[src/rtl/noc_pkg.sv]
// noc_pkg: flit layout, VC count and injection control states shared across the NoC slice.
package noc_pkg;
  localparam int FLIT_W = 71;
  localparam int FLIT_VALID = 70;
  localparam int FLIT_HT = 69;
  localparam int DEST_HI = 68;
  localparam int DEST_LO = 65;
  localparam int FLIT_VC = 64;
  localparam int NUM_VC = 2;
  typedef logic [FLIT_W-1:0] flit_t;
  typedef enum logic [1:0] {IDLE, SEND, STALL} ctrl_state_t;
endpackage

[src/rtl/flit_fifo.sv]
// flit_fifo: synchronous flit FIFO exposing the head entry and the entry behind it.
module flit_fifo #(
  parameter int W = 71,
  parameter int DEPTH = 4
) (
  input  logic                       clk,
  input  logic                       rst_n,
  input  logic                       push,
  input  logic                       pop,
  input  logic [W-1:0]               din,
  output logic [W-1:0]               head,
  output logic [W-1:0]               head_next,
  output logic                       full,
  output logic                       empty,
  output logic [$clog2(DEPTH+1)-1:0] count
);
  localparam int AW = $clog2(DEPTH);
  localparam int CW = $clog2(DEPTH+1);
  logic [W-1:0] mem [DEPTH];
  logic [AW-1:0] wr_ptr, rd_ptr;
  always_ff @(posedge clk) begin
    if (push) mem[wr_ptr] <= din;
  end
  always_ff @(posedge clk or negedge rst_n) begin
    if (!rst_n) begin
      wr_ptr <= '0;
      rd_ptr <= '0;
      count <= '0;
    end else begin
      if (push) wr_ptr <= wr_ptr + AW'(1);
      if (pop) rd_ptr <= rd_ptr + AW'(1);
      count <= count + CW'(push) - CW'(pop);
    end
  end
  assign head = mem[rd_ptr];
  assign head_next = mem[rd_ptr + AW'(1)];
  assign full = count == CW'(DEPTH);
  assign empty = count == '0;
endmodule

[src/rtl/pe_inject_ni.sv]
// pe_inject_ni: buffers PE result flits and injects them in order into the router
// local port under per-VC credit flow control.
module pe_inject_ni #(
  parameter int FIFO_DEPTH = 4,
  parameter int VC_CREDITS = 2,
  parameter int FLIT_W = 71
) (
  input  logic                            clk,
  input  logic                            rst_n,
  input  logic [FLIT_W-1:0]               pe_flit,
  input  logic                            pe_send,
  output logic [FLIT_W-1:0]               out_flit,
  output logic                            out_valid,
  input  logic [1:0]                      credit_in,
  output logic [$clog2(FIFO_DEPTH+1)-1:0] fifo_count,
  output logic                            overflow,
  output logic                            credit_err,
  output logic [7:0]                      drop_cnt
);
  import noc_pkg::*;
  localparam int CW = $clog2(VC_CREDITS+1);
  localparam int NW = $clog2(FIFO_DEPTH+1);
  logic [FLIT_W-1:0] head, head_next;
  logic full, empty, valid_in, push, pop, drop, hv, nhv;
  logic [NUM_VC-1:0] dec, cerr;
  logic [CW-1:0] cr [NUM_VC];
  logic [CW-1:0] cr_n [NUM_VC];
  logic [NW-1:0] cnt_n;
  ctrl_state_t state, state_n;
  flit_fifo #(.W(FLIT_W), .DEPTH(FIFO_DEPTH)) u_fifo (
    .clk(clk), .rst_n(rst_n), .push(push), .pop(pop), .din(pe_flit),
    .head(head), .head_next(head_next), .full(full), .empty(empty), .count(fifo_count)
  );
  // SEND is registered as "head has credit", so it directly qualifies the pop.
  always_comb begin
    valid_in = pe_send & pe_flit[FLIT_VALID];
    pop = (state == SEND) & !empty;
    push = valid_in & (!full | pop);
    drop = valid_in & full & !pop;
    hv = head[FLIT_VC];
    nhv = (fifo_count == '0 || (pop && fifo_count == NW'(1))) ? pe_flit[FLIT_VC]
        : pop ? head_next[FLIT_VC] : hv;
    cnt_n = fifo_count + NW'(push) - NW'(pop);
    dec = '0;
    cerr = '0;
    for (int i = 0; i < NUM_VC; i++) begin
      dec[i] = pop & (hv == 1'(i));
      cerr[i] = credit_in[i] & !dec[i] & (cr[i] == CW'(VC_CREDITS));
      cr_n[i] = (credit_in[i] & !dec[i]) ? (cerr[i] ? cr[i] : cr[i] + CW'(1))
              : (dec[i] & !credit_in[i]) ? cr[i] - CW'(1) : cr[i];
    end
    state_n = cnt_n == '0 ? IDLE : cr_n[nhv] != '0 ? SEND : STALL;
  end
  always_ff @(posedge clk or negedge rst_n) begin
    if (!rst_n) begin
      out_flit <= '0;
      out_valid <= 1'b0;
      overflow <= 1'b0;
      credit_err <= 1'b0;
      drop_cnt <= '0;
      state <= IDLE;
      for (int i = 0; i < NUM_VC; i++) cr[i] <= CW'(VC_CREDITS);
    end else begin
      out_valid <= pop;
      if (pop) out_flit <= head;
      if (drop) overflow <= 1'b1;
      if (drop && drop_cnt != 8'hff) drop_cnt <= drop_cnt + 8'd1;
      if (|cerr) credit_err <= 1'b1;
      state <= state_n;
      for (int i = 0; i < NUM_VC; i++) cr[i] <= cr_n[i];
    end
  end
endmodule

[config.mk]
export PLATFORM = sky130hd
export DESIGN_NAME = pe_inject_ni
export DESIGN_NICKNAME = d
export VERILOG_FILES = /design/src/rtl/noc_pkg.sv /design/src/rtl/flit_fifo.sv /design/src/rtl/pe_inject_ni.sv
export SDC_FILE = /design/constraint.sdc
export NUM_CORES = 1
export LEC_CHECK = 0
export ABC_AREA = 1
export BUFFER_PORTS_ARGS = -buffer_cell sky130_fd_sc_hd__buf_2
export CAP_MARGIN = 5
export CORE_MARGIN = 2
export CORE_UTILIZATION = 58
export CTS_CLUSTER_SIZE = 25
export DETAILED_ROUTE_END_ITERATION = 12
export PLACE_DENSITY = 0.87
export SLEW_MARGIN = 20
export SYNTH_ARGS = -nofsm -noshare
export SYNTH_HDL_FRONTEND = slang
export SYNTH_SLANG_ARGS = --single-unit
[constraint.sdc]
create_clock -name clk -period 5.7 [get_ports clk]
set_input_delay 1.14 -clock clk [delete_from_list [all_inputs] [get_ports clk]]
set_output_delay 1.14 -clock clk [all_outputs]
set_load 0.005 [all_outputs]
Yosys cells after proc, flatten, opt, wreduce, memory -nomap -nowiden. Memory sizes are Yosys's and may differ from the RTL's. Index checks and enable logic that the tools add are counted.

Bits in writable memories: 284. Output and inout bits: 85. Word-level logic and storage cells: 73. Flip-flop bits (word level): 95. Memories: 1.

Memory list: u_fifo.mem (words 4, bits a word 71, rd ports 2, clocked after memory_dff 0, wr ports 1, RTL line flit_fifo.sv:19) `logic [W-1:0] mem [DEPTH];`.

Muxes and demuxes: 15. Eq/ne operators: 6. Reductions and logical operators: 14. Order comparisons: 1. Bitwise operators: 16. Add/subtract/negate cells: 9.

Operators by type and width (number): $mux 2 (11); $and 1x1->1 (13); $add 2x1->2 const B (4); $add 8x1->8 const B (1); $ne 8x8->1 const B (1); $logic_not 1->1 (7); $logic_not 3->1 (2); $eq 2x2->1 const B (2); $mux 1 (4); $sub 2x1->2 const B (2); $add 3x1->3 (1); $eq 3x1->1 const B (1); $eq 3x3->1 const B (1); $sub 3x1->3 (1); $eq 2x1->1 const B (1); $ge 2x2->1 const B (1); $logic_and 1x1->1 (2); $not 1->2 (1); $reduce_bool 2->1 (1); $reduce_or 2->1 (1); $logic_or 1x1->1 (1); $not 1->1 (1); $or 1x1->1 (1).

Logic depth before layout (Yosys ltp). Gate-level depths: netlist of the first run.

Depth in word-level cells: 15. Depth in mapped cells: 14. Mapped depth without buffers: 14.

Hierarchy. From an unflattened synthesis of the first run, not the netlist that was laid out.

Cells, all modules: 2282. Area, all modules: 18820.6 sq um.

By module, submodules not included: flit_fifo (cells each 1846, area each 15021.9 sq um, instances 1); pe_inject_ni (cells each 436, area each 3798.6 sq um, instances 1).

Worst setup path after synthesis of the first run. No wires, ideal clock.

Kind: input to register. From: input port pe_send. To: memory u_fifo.mem[0][0], enable pin. Stages: 4. Setup time: 0.501 ns. Data arrival time: 4.395 ns. Slack: 0.804 ns. Cell sequence: nand2_1 -> inv_1 -> nand2_1 -> nor2_1.

Cells in the longest elaborated chain, start to end: 4.

RTL lines: start: declaration (RTL line pe_inject_ni.sv:11) `input logic pe_send,`; $and 1x1->1 (RTL line pe_inject_ni.sv:36) `valid_in = pe_send & pe_flit[FLIT_VALID];`; $and 1x1->1 (RTL line pe_inject_ni.sv:38) `push = valid_in & (!full | pop);`; $mux 1 (RTL line flit_fifo.sv:22) `if (push) mem[wr_ptr] <= din;`; $mux 1 (implied by the code) (RTL line flit_fifo.sv:22); end: declaration (RTL line flit_fifo.sv:19).

No other way between the ends.

Final worst setup path of the first run.
From: input port pe_flit[70]. To: memory u_fifo.mem[2][3], enable pin.

Cells in the longest elaborated chain, start to end: 4.

RTL lines: start: declaration (RTL line pe_inject_ni.sv:10) `input logic [FLIT_W-1:0] pe_flit,`; $and 1x1->1 (RTL line pe_inject_ni.sv:36); $and 1x1->1 (RTL line pe_inject_ni.sv:38); $mux 1 (RTL line flit_fifo.sv:22); $mux 1 (implied by the code) (RTL line flit_fifo.sv:22).

No other way between the ends.

==> results.toml, run 1 <==
[clock_tree]
postCtsResizedCells = 0
clockBufferDepth = 3
cts_buffers = 37
postCtsHoldBufs = 0
clk_pin_slew_ns = 0.06
clk_latency_ns = 0.52
htreeDepth = 2
root_buffer = "clkbuf_16"
tritoncts = "yes"
clock-sinks = 379
postCtsSetupBuffers = 0

[global_route]
grt_pass1_vias = 9585
antenna_found_initial = 4
track_usage = 0.239
grt_pass1_wl_um = 48700
overflow = 0
grt_max_degree = 89

[sta]
post-route-period-util = 0.496
tns_ns = 0
min_period_ns = 2.83
relSlewSlack = 0.342
skew_ns = 0.0306
tightest_slew_ns = 0.987
clock.fmax_ghz = 0.354
rsz0062_at_grt = "no"
hold_viol_final = 0
slew_viol_final = 0
setup_viol = 0

[cells_and_area]
final_area_sq_mm = 0.0168
utilization = 0.687
nets = 1379
final_common_cell = "edfxtp_1"
synthToLayoutAreaGrowth_pct = 15.9
drive_gt1_frac = 0.207
most-common-layout-cells = "edfxtp_1, nand2_1, buf_2"

[detailed_routing]
ant_nets = 0
met1_length_um = 12300
post-route-drc-count = 0
wirelength_um = 31000
viasPerCell = 5.70
drt_iter0_drc = 834
vias = 9393
first_pass_iters = 7
route.met2.wl_um = 15900
top_layer = "met5"
wl_met3_um = 2220
wl_per_cell_um = 18.8

[run_status]
status = "complete, no violations"

[synth]
syn-mean-instance-area_sq_um = 12.7
synthesis.instances = 1145
async_flop_share = 0.251
syn_area_sq_mm = 0.0145
post-synth-top-area-cell = "edfxtp_1"
ys_top_cells_by_area = "edfxtp_1, dfrtp_1, nand2_1"
yosysSeqAreaShare = 0.752
ys.flop_type = "edfxtp_1"
yosys.area.top_type_share = 0.588
synth-edff-count = 284
yosysUniqueCellTypes = 37
synth_nets = 1230
synth_seq_cells = 379
ys_warn_count = 0

[critical_path]
reg2regPathDepth = 6
crit_type = "input pin to register"
critPathArrivalTime_ns = 2.94
crit_fanout = 61
timing.rr.end = "out_flit[29]"
required_ns = 5.82
cp-start-kind = "input pin"
r2r_slack_ns = 2.94
endpoint_kind = "register"
r2r_start = "u_fifo.rd_ptr[0]"

[worst_hold_path]
min_from = "out_flit[52]"
whs_path_depth = 2
holdPathEnd = "out_flit[52]"
hp-class = "register to register"

[placement]
placed_cell_area_sq_mm = 0.0156
hpwl_um = 17800
routabilityCongestion = 0.758
numPortBuffers = 160

[floorplanning]
die_width_um = 162
core_area_sq_mm = 0.0245
initial_core_util = 0.593
fp-row-count = 57
die_area_sq_mm = 0.0263
io_pins = 161
die_y_um = 162

[power_and_ir_drop]
power_leakage_nw = 6.64
ir_drop_mv = 0.505
powerDensity_mw_per_mm2 = 540
power_mw = 9.07

[run]
maxCapViolCount = 0
==> worst max path at each step <==
stage | from | to | slack [ns] | cells past startpoint
floorplan | pe_send | u_fifo.mem[0][0] | 0.80 | 4
CTS | pe_flit[70] | u_fifo.mem[2][64] | 2.86 | 6
finish | pe_flit[70] | u_fifo.mem[2][3] | 2.87 | 6
global placement | pe_flit[70] | u_fifo.mem[2][31] | 2.40 | 6
detailed placement | pe_flit[70] | u_fifo.mem[2][16] | 2.33 | 6
global route | pe_flit[70] | u_fifo.mem[2][3] | 2.70 | 6
==> Yosys cell counts, types with 3 or more instances <==
cell type,instances
buf_1,8
buf_2,3
buf_6,3
clkbuf_1,47
dfrtp_1,93
edfxtp_1,284
ha_1,8
inv_1,24
inv_2,5
nand2_1,242
nand2_2,12
nand3_1,9
nand3_2,6
nor2_1,151
nor2_2,4
o21ai_0,142
o22ai_1,71
xnor2_1,4
xor2_1,5
==> flip-flops by register name, indices dropped and copies added, names as in the netlist <==
signal,cells
out_valid,1
cr,4
u_fifo.wr_ptr,2
u_fifo.mem,284
u_fifo.count,3
overflow,1
credit_err,1
drop_cnt,8
state,2
u_fifo.rd_ptr,2
out_flit,71
==> cells by family (layout without fill, tap and decap cells) <==
| kind of cell | count (synthesis) | in the layout | synth area share |
|---|---|---|---|
| flip-flops | 379 | 379 | 0.752 |
| other | 0 | 3 | 0 |
| adder cells (fa/ha/maj) | 9 | 9 | 0.00828 |
| AO/OA/AOI/OAI | 222 | 222 | 0.0861 |
| buffers and inverters | 91 | 268 | 0.0256 |
| AND/OR/NAND/NOR | 434 | 434 | 0.122 |
| multiplexers | 1 | 1 | 0.000776 |
| XOR/XNOR | 9 | 9 | 0.00543 |
==> stage by stage <==
step	worst slack, ns	hold slack, ns	instances
floorplan	0.804	0.461	1145
global placement	2.40	0.452	1579
detailed placement	2.33	0.460	1579
CTS	2.86	0.477	1646
global route	2.70	0.485	1647
finish	2.87	0.471	1649
==> routing by layer <==
metal	up-vias	track usage
li1	4318	-
met1	4591	0.306
met2	413	0.417
met3	67	0.0414
met4	4	0.0788
met5	-	0
==> report_power, final <==
part           leakage (nW)  internal, mW  total [mW]  switching [mW]
combinational          2.31         0.926        2.82            1.89
clock                 0.595          1.44        2.42           0.984
sequential             3.74          3.55        3.84           0.291
==> area by class of cell <==
cell class | count | area [sq um]
Antenna cell | 3 | 7.51
Clock buffer | 51 | 1050
Clock inverter | 16 | 175
Fill cell | 1627 | 7650
Inverter | 29 | 111
Multi-Input combinational cell | 675 | 3250
Sequential cell | 379 | 10900
Tap cell | 324 | 405
Timing Repair Buffer | 172 | 893
==> critical path, stage by stage <==
cell     delay, ns
buf_2         0.12
nand2_1       0.13
inv_1         0.09
nand2_1       0.26
nor2_4        0.39
buf_4         0.79
No activity file was read; power rests on OpenSTA's default activity.
==> run 2, diff against run 1 <==
==> constraint.sdc (replaced) <==
create_clock -name clk -period 2.8 [get_ports clk]
set_input_delay 0.56 -clock clk [delete_from_list [all_inputs] [get_ports clk]]
set_output_delay 0.56 -clock clk [all_outputs]
set_load 0.005 [all_outputs]
==> run 2 against run 1 <==
  * Sequential share of layout area fell by 0.74 points
  * Power rose by 110%
  * Combinational power rose by 110%
  * Largest power group unchanged
  * Clock power rose by 110%
  * Utilization rose by 0.79 points
  * Register-to-register slack got worse by 2.4 ns
  * Cell count rose by 0.73%
  * Flip-flop and latch count did not move
==> results.toml, run 2 (synthesis results as in run 1) <==
[power_and_ir_drop]
powerDensity_mw_per_mm2 = 1100
ir_drop_mv = 0.717
power_leakage_nw = 6.73

[global_route]
grt_max_degree = 115
grt_pass1_wl_um = 48000
overflow = 0
grt_pass1_vias = 9444
antenna_found_initial = 5
track_usage = 0.236

[cells_and_area]
nets = 1388
synthToLayoutAreaGrowth_pct = 17.2
drive_gt1_frac = 0.211
most-common-layout-cells = "edfxtp_1, nand2_1, buf_2"
largest_reg_flops = 284
final_common_cell = "edfxtp_1"
utilization = 0.695
top_register = "u_fifo.mem"
reg.largest.list = "u_fifo.mem (284), out_flit (71), drop_cnt (8)"

[sta]
tns_ns = 0
layout_setup_ws_ns = 0.515
clock.fmax_ghz = 0.438
min_period_ns = 2.28
skew_ns = 0.0209
slew_viol_final = 0
relSlewSlack = 0.441
post-route-period-util = 0.816
rsz0062_at_grt = "no"
setup_viol = 0
hold_viol_final = 0
tightest_slew_ns = 0.839

[clock_tree]
root_buffer = "clkbuf_16"
htreeDepth = 2
postCtsHoldBufs = 0
postCtsResizedCells = 0
clockBufferDepth = 3
clk_pin_slew_ns = 0.06
postCtsSetupBuffers = 0
clk_latency_ns = 0.52
tritoncts = "yes"
cts_buffers = 38
clock-sinks = 379

[detailed_routing]
drt_iter0_drc = 948
wirelength_um = 30500
post-route-drc-count = 0
ant_nets = 0
vias = 9328
viasPerCell = 5.62
first_pass_iters = 5
wl_per_cell_um = 18.4

[critical_path]
timing.rr.end = "state[1]"
critPathArrivalTime_ns = 2.66
cp-start-kind = "register"
reg2regPathDepth = 9
crit_end = "state[1]"
endpoint_kind = "register"
r2r_start = "u_fifo.count[1]"
crit_fanout = 4
crit_type = "register to register"
r2r_slack_ns = 0.52
cp-startpoint = "u_fifo.count[1]"
required_ns = 3.18

[floorplanning]
die_width_um = 162
die_area_sq_mm = 0.0263
die_y_um = 162
io_pins = 161
fp-row-count = 57
initial_core_util = 0.593
core_area_sq_mm = 0.0245

[placement]
routabilityCongestion = 0.752
hpwl_um = 17700
numPortBuffers = 160
pre_cts_ws_ns = 0.400

[worst_hold_path]
hp-class = "input pin to async pin"

[run_status]
status = "complete, no violations"

[run]
maxCapViolCount = 0
## run 2: changes by cell type in the layout (fill, tap and decap cells not counted)
cell | previous run | this run
clkbuf_1 | 9 | 13
inv_4 | 1 | 2
buf_12 | 0 | 7
bufinv_16 | 3 | 6
clkinv_2 | 5 | 6
clkinvlp_4 | 2 | 0
clkinv_8 | 1 | 0
clkbuf_8 | 3 | 0
buf_4 | 13 | 14
diode_2 | 3 | 5
clkinv_1 | 3 | 2
## run 2: cell type report
class / instances / area [sq um]
multi-input cells: 675 / 3250
diodes: 5 / 12.5
flip-flops and latches: 379 / 10900
well taps: 324 / 405
clock buffers: 52 / 1020
inverters: 29 / 111
clock inverters: 17 / 241
repair buffers: 180 / 1040
fillers: 1593 / 7460
## run 2: how the worst min path moves through the flow
stage	from	to	slack [ns]	cells after the start
2_1_floorplan	rst_n	cr[0]	0.26	0
3_3_place_gp	overflow	overflow	0.45	1
3_5_place_dp	overflow	overflow	0.45	1
4_1_cts	rst_n	out_flit[47]	0.05	1
5_1_grt	rst_n	out_flit[47]	0.07	1
6_report	rst_n	out_flit[47]	0.04	1
## run 2: power by group
group	total, mW	internal [mW]	leakage [nW]	switching (mW)
clock network	5.10	3.13	0.620	1.97
logic	5.90	1.97	2.37	3.93
registers	7.71	7.21	3.74	0.499
## run 2: metal layers
layer | routed length [um] | track usage | vias up
li1 | - | - | 4337
met1 | 11900 | 0.298 | 4512
met2 | 15300 | 0.399 | 386
met3 | 2210 | 0.0475 | 87
met4 | 1100 | 0.105 | 6
met5 | 30 | 0 | -
## run 2: critical path: stages (launching register included)
cell     delay (ns)
dfrtp_1        0.42
nor2_2         0.19
nand3_1        0.16
nand2_1        0.14
inv_1          0.08
ha_1           0.21
fa_1           0.39
xor2_1         0.19
nor3_1         0.30
nor3_2         0.09
## run 2: stage by stage
stage / hold WS, ns / power [mW] / cells / cell area [sq um]
CTS: 0.0452 / 18.8 / 1656 / 17000
global route: 0.0726 / 19.8 / 1657 / 17000
finish: 0.0376 / 18.7 / 1661 / 17000
detailed placement: 0.452 / 13.6 / 1587 / 15700
global placement: 0.452 / 13.3 / 1587 / 15700
floorplan: 0.264 / 11.7 / 1145 / 14500
==> run 3, diff against run 2 <==
--- a/config.mk
+++ b/config.mk
@@ -5,14 +5,14 @@
 export SDC_FILE = /design/constraint.sdc
 export NUM_CORES = 1
 export LEC_CHECK = 0
-export ABC_AREA = 1
+export ABC_AREA = 0
 export BUFFER_PORTS_ARGS = -buffer_cell sky130_fd_sc_hd__buf_2
 export CAP_MARGIN = 5
 export CORE_MARGIN = 2
-export CORE_UTILIZATION = 58
+export CORE_UTILIZATION = 52
 export CTS_CLUSTER_SIZE = 25
 export DETAILED_ROUTE_END_ITERATION = 12
-export PLACE_DENSITY = 0.87
+export PLACE_DENSITY = 0.83
 export SLEW_MARGIN = 20
 export SYNTH_ARGS = -nofsm -noshare
 export SYNTH_HDL_FRONTEND = slang
==> constraint.sdc (replaced) <==
create_clock -name clk -period 1.9 [get_ports clk]
set_input_delay 0.38 -clock clk [delete_from_list [all_inputs] [get_ports clk]]
set_output_delay 0.38 -clock clk [all_outputs]
set_load 0.005 [all_outputs]
==> run 3 against run 2 <==
  * Register-to-register slack got worse by 0.99 ns
  * Critical path depth did not move
  * The run now ends with negative setup slack left
  * Highest routed layer is now met4
  * Synthesized cell count is 43% lower
  * Setup slack lost 0.99 ns
  * Utilization down 4.4 points
  * Global-route usage fell by 3.3 points
  * Via count decreased by 23%
  * Non-clock buffer count is 39 higher
  * Area after synthesis decreased by 2.1%
==> results.toml, run 3 <==
[run_status]
violations = "negative setup slack"
status = "finished with violations"

[clock_tree]
clock-sinks = 379
clk_pin_slew_ns = 0.06
cts_buffers = 39
htreeDepth = 2
root_buffer = "clkbuf_16"
tritoncts = "yes"
clk_latency_ns = 0.52
clockBufferDepth = 3

[floorplanning]
io_pins = 161
core_area_sq_mm = 0.0269
die_width_um = 169
die_area_sq_mm = 0.0287
initial_core_util = 0.529
fp-row-count = 60
die_y_um = 169

[synth]
syn_area_sq_mm = 0.0142
yosys.area.top_type_share = 0.600
syn-mean-instance-area_sq_um = 21.7
yosysUniqueCellTypes = 49
synth_common_cells = "edfxtp_1, dfrtp_1, mux4_2"
synthesis.instances = 655
synth_most_common_cell = "edfxtp_1"
synth-edff-count = 284
post-synth-top-area-cell = "edfxtp_1"
ys_warn_count = 0
ys.flop_type = "edfxtp_1"
yosysSeqAreaShare = 0.768
synth_seq_cells = 379
ys_top_cells_by_area = "edfxtp_1, dfrtp_1, mux4_2"
async_flop_share = 0.251
synth_nets = 740

[cells_and_area]
fin_cells = 1262
nets = 974
multi_input_area_sq_mm = 0.00325
utilization = 0.651
largest_reg_flops = 284
reg.largest.list = "u_fifo.mem (284), out_flit (71), drop_cnt (8)"
synthToLayoutAreaGrowth_pct = 23.1
final_common_cell = "edfxtp_1"
drive_gt1_frac = 0.442
top_register = "u_fifo.mem"
most-common-layout-cells = "edfxtp_1, buf_2, dfrtp_1"
seqCellArea_sq_mm = 0.0109
layout.filler_cells = 1769

[global_route]
antenna_found_initial = 3
grt_max_degree = 46
overflow = 0
track_usage = 0.203
grt_pass1_vias = 7680
grt_pass1_wl_um = 43800

[power_and_ir_drop]
powerDensity_mw_per_mm2 = 1570
power_mw = 27.5
ir_drop_mv = 0.907
power_leakage_nw = 6.45

[critical_path]
critical_path_buf_inv_count = 0
cp_num_cells = 9
crit_type = "register to register"
crit_end = "state[1]"
critPathArrivalTime_ns = 2.77
reg2regPathDepth = 9
slowest_stage = "fa_1"
r2r_start = "state[1]"
cp-start-kind = "register"
timing.rr.end = "state[1]"
path_cells = "nand2b_4, or3_4, o21ai_2, ha_2, fa_1, or2_4, o32a_1, nor4b_4, a21o_1"
crit_fanout = 2
crit_family = "simple AND/OR/NAND/NOR gates"
cp-startpoint = "state[1]"
r2r_slack_ns = -0.47
endpoint_kind = "register"
required_ns = 2.30
max_stage_delay_ns = 0.44

[sta]
clock.fmax_ghz = 0.421
holdWs_ns = 0.0697
skew_ns = 0.0207
slew_viol_final = 0
layout_setup_ws_ns = -0.473
rsz0062_at_grt = "yes"
post-route-period-util = 1.25
setup_viol = 3
min_period_ns = 2.37
hold_viol_final = 0
relSlewSlack = 0.715
tightest_slew_ns = 0.417

[detailed_routing]
wl_per_cell_um = 22.7
wirelength_um = 28600
viasPerCell = 5.69
drt_iter0_drc = 386
first_pass_iters = 5
ant_nets = 0
vias = 7180
post-route-drc-count = 0

[placement]
hpwl_um = 16600
post-place-cells = 1172
numPortBuffers = 160
routabilityCongestion = 0.759

[run]
maxCapViolCount = 0

[worst_hold_path]
hp-class = "input pin to register"
whs_path_depth = 1
run 3: cell count changes after synthesis, moves of 29 or more:
cell      delta
clkbuf_1    -36
mux2_1      +41
mux2_2      +29
mux4_2      +72
nand2_1    -231
nor2_1     -145
o21ai_0    -139
o22ai_1     -71
run 3: cells by family after synthesis:
logic type / Yosys count / share of synthesized area
flip-flops: 379 / 0.768
buffers and inverters: 38 / 0.0119
AO/OA/AOI/OAI: 23 / 0.0128
AND/OR/NAND/NOR: 52 / 0.0208
adder cells (fa/ha/maj): 9 / 0.00846
multiplexers: 143 / 0.170
XOR/XNOR: 11 / 0.00775
run 3: worst min path at each step:
stage / startpoint / endpoint / slack (ns)
2_1_floorplan: rst_n / cr[0] / 0.08
3_3_place_gp: rst_n / out_flit[66] / 0.34
3_5_place_dp: rst_n / out_flit[66] / 0.34
4_1_cts: pe_flit[37] / u_fifo.mem[1][37] / 0.05
5_1_grt: pe_flit[40] / u_fifo.mem[0][40] / 0.06
6_report: pe_flit[13] / u_fifo.mem[3][13] / 0.07
run 3: what timing repair did:
action / CTS / global route
buffers inserted: 7 / 3
pin swaps: 7 / 4
setup endpoints to repair: 273 / 77
gates resized for setup: 8 / 13
hold buffers: 1 / 0
cloned: 3 / 3
endpoints found under the hold margin: 26 / 0
run 3: worst reg2reg max path, cell delays in order (launching register included):
cell	delay, ns
dfrtp_1	0.37
nand2b_4	0.15
or3_4	0.33
o21ai_2	0.07
ha_2	0.19
fa_1	0.44
or2_4	0.25
o32a_1	0.18
nor4b_4	0.14
a21o_1	0.15
run 3: layer usage:
layer	track usage	up-vias	wire [um]
li1	-	3114	-
met3	0.0492	59	1750
met4	0.0643	0	789
met5	0	-	0
met2	0.344	223	14300
met1	0.263	3784	11800
run 3: where the power goes:
group | switching (mW) | internal (mW) | total [mW]
sequential | 0.704 | 10.7 | 11.4
clock | 2.99 | 4.52 | 7.52
combinational | 4.01 | 4.59 | 8.59
run 3: through the flow:
stage                     cell area (sq um)  worst slack [ns]  setup TNS, ns
after floorplan                       14200            -0.561        -131.23
after global placement                15900            -0.472          -2.66
after detailed placement              15900            -0.542         -13.40
after CTS                             17400            -0.490         -0.964
after global routing                  17500            -0.555          -1.23
final                                 17500            -0.473         -0.950
run 3: layout make-up:
type / count / share of cell area
Clock inverter: 15 / 0.00966
Timing Repair Buffer: 219 / 0.0896
Multi-Input combinational cell: 239 / 0.186
Tap cell: 341 / 0.0244
Sequential cell: 379 / 0.624
Inverter: 11 / 0.00236
Antenna cell: 3 / 0.000429
Clock buffer: 55 / 0.0639
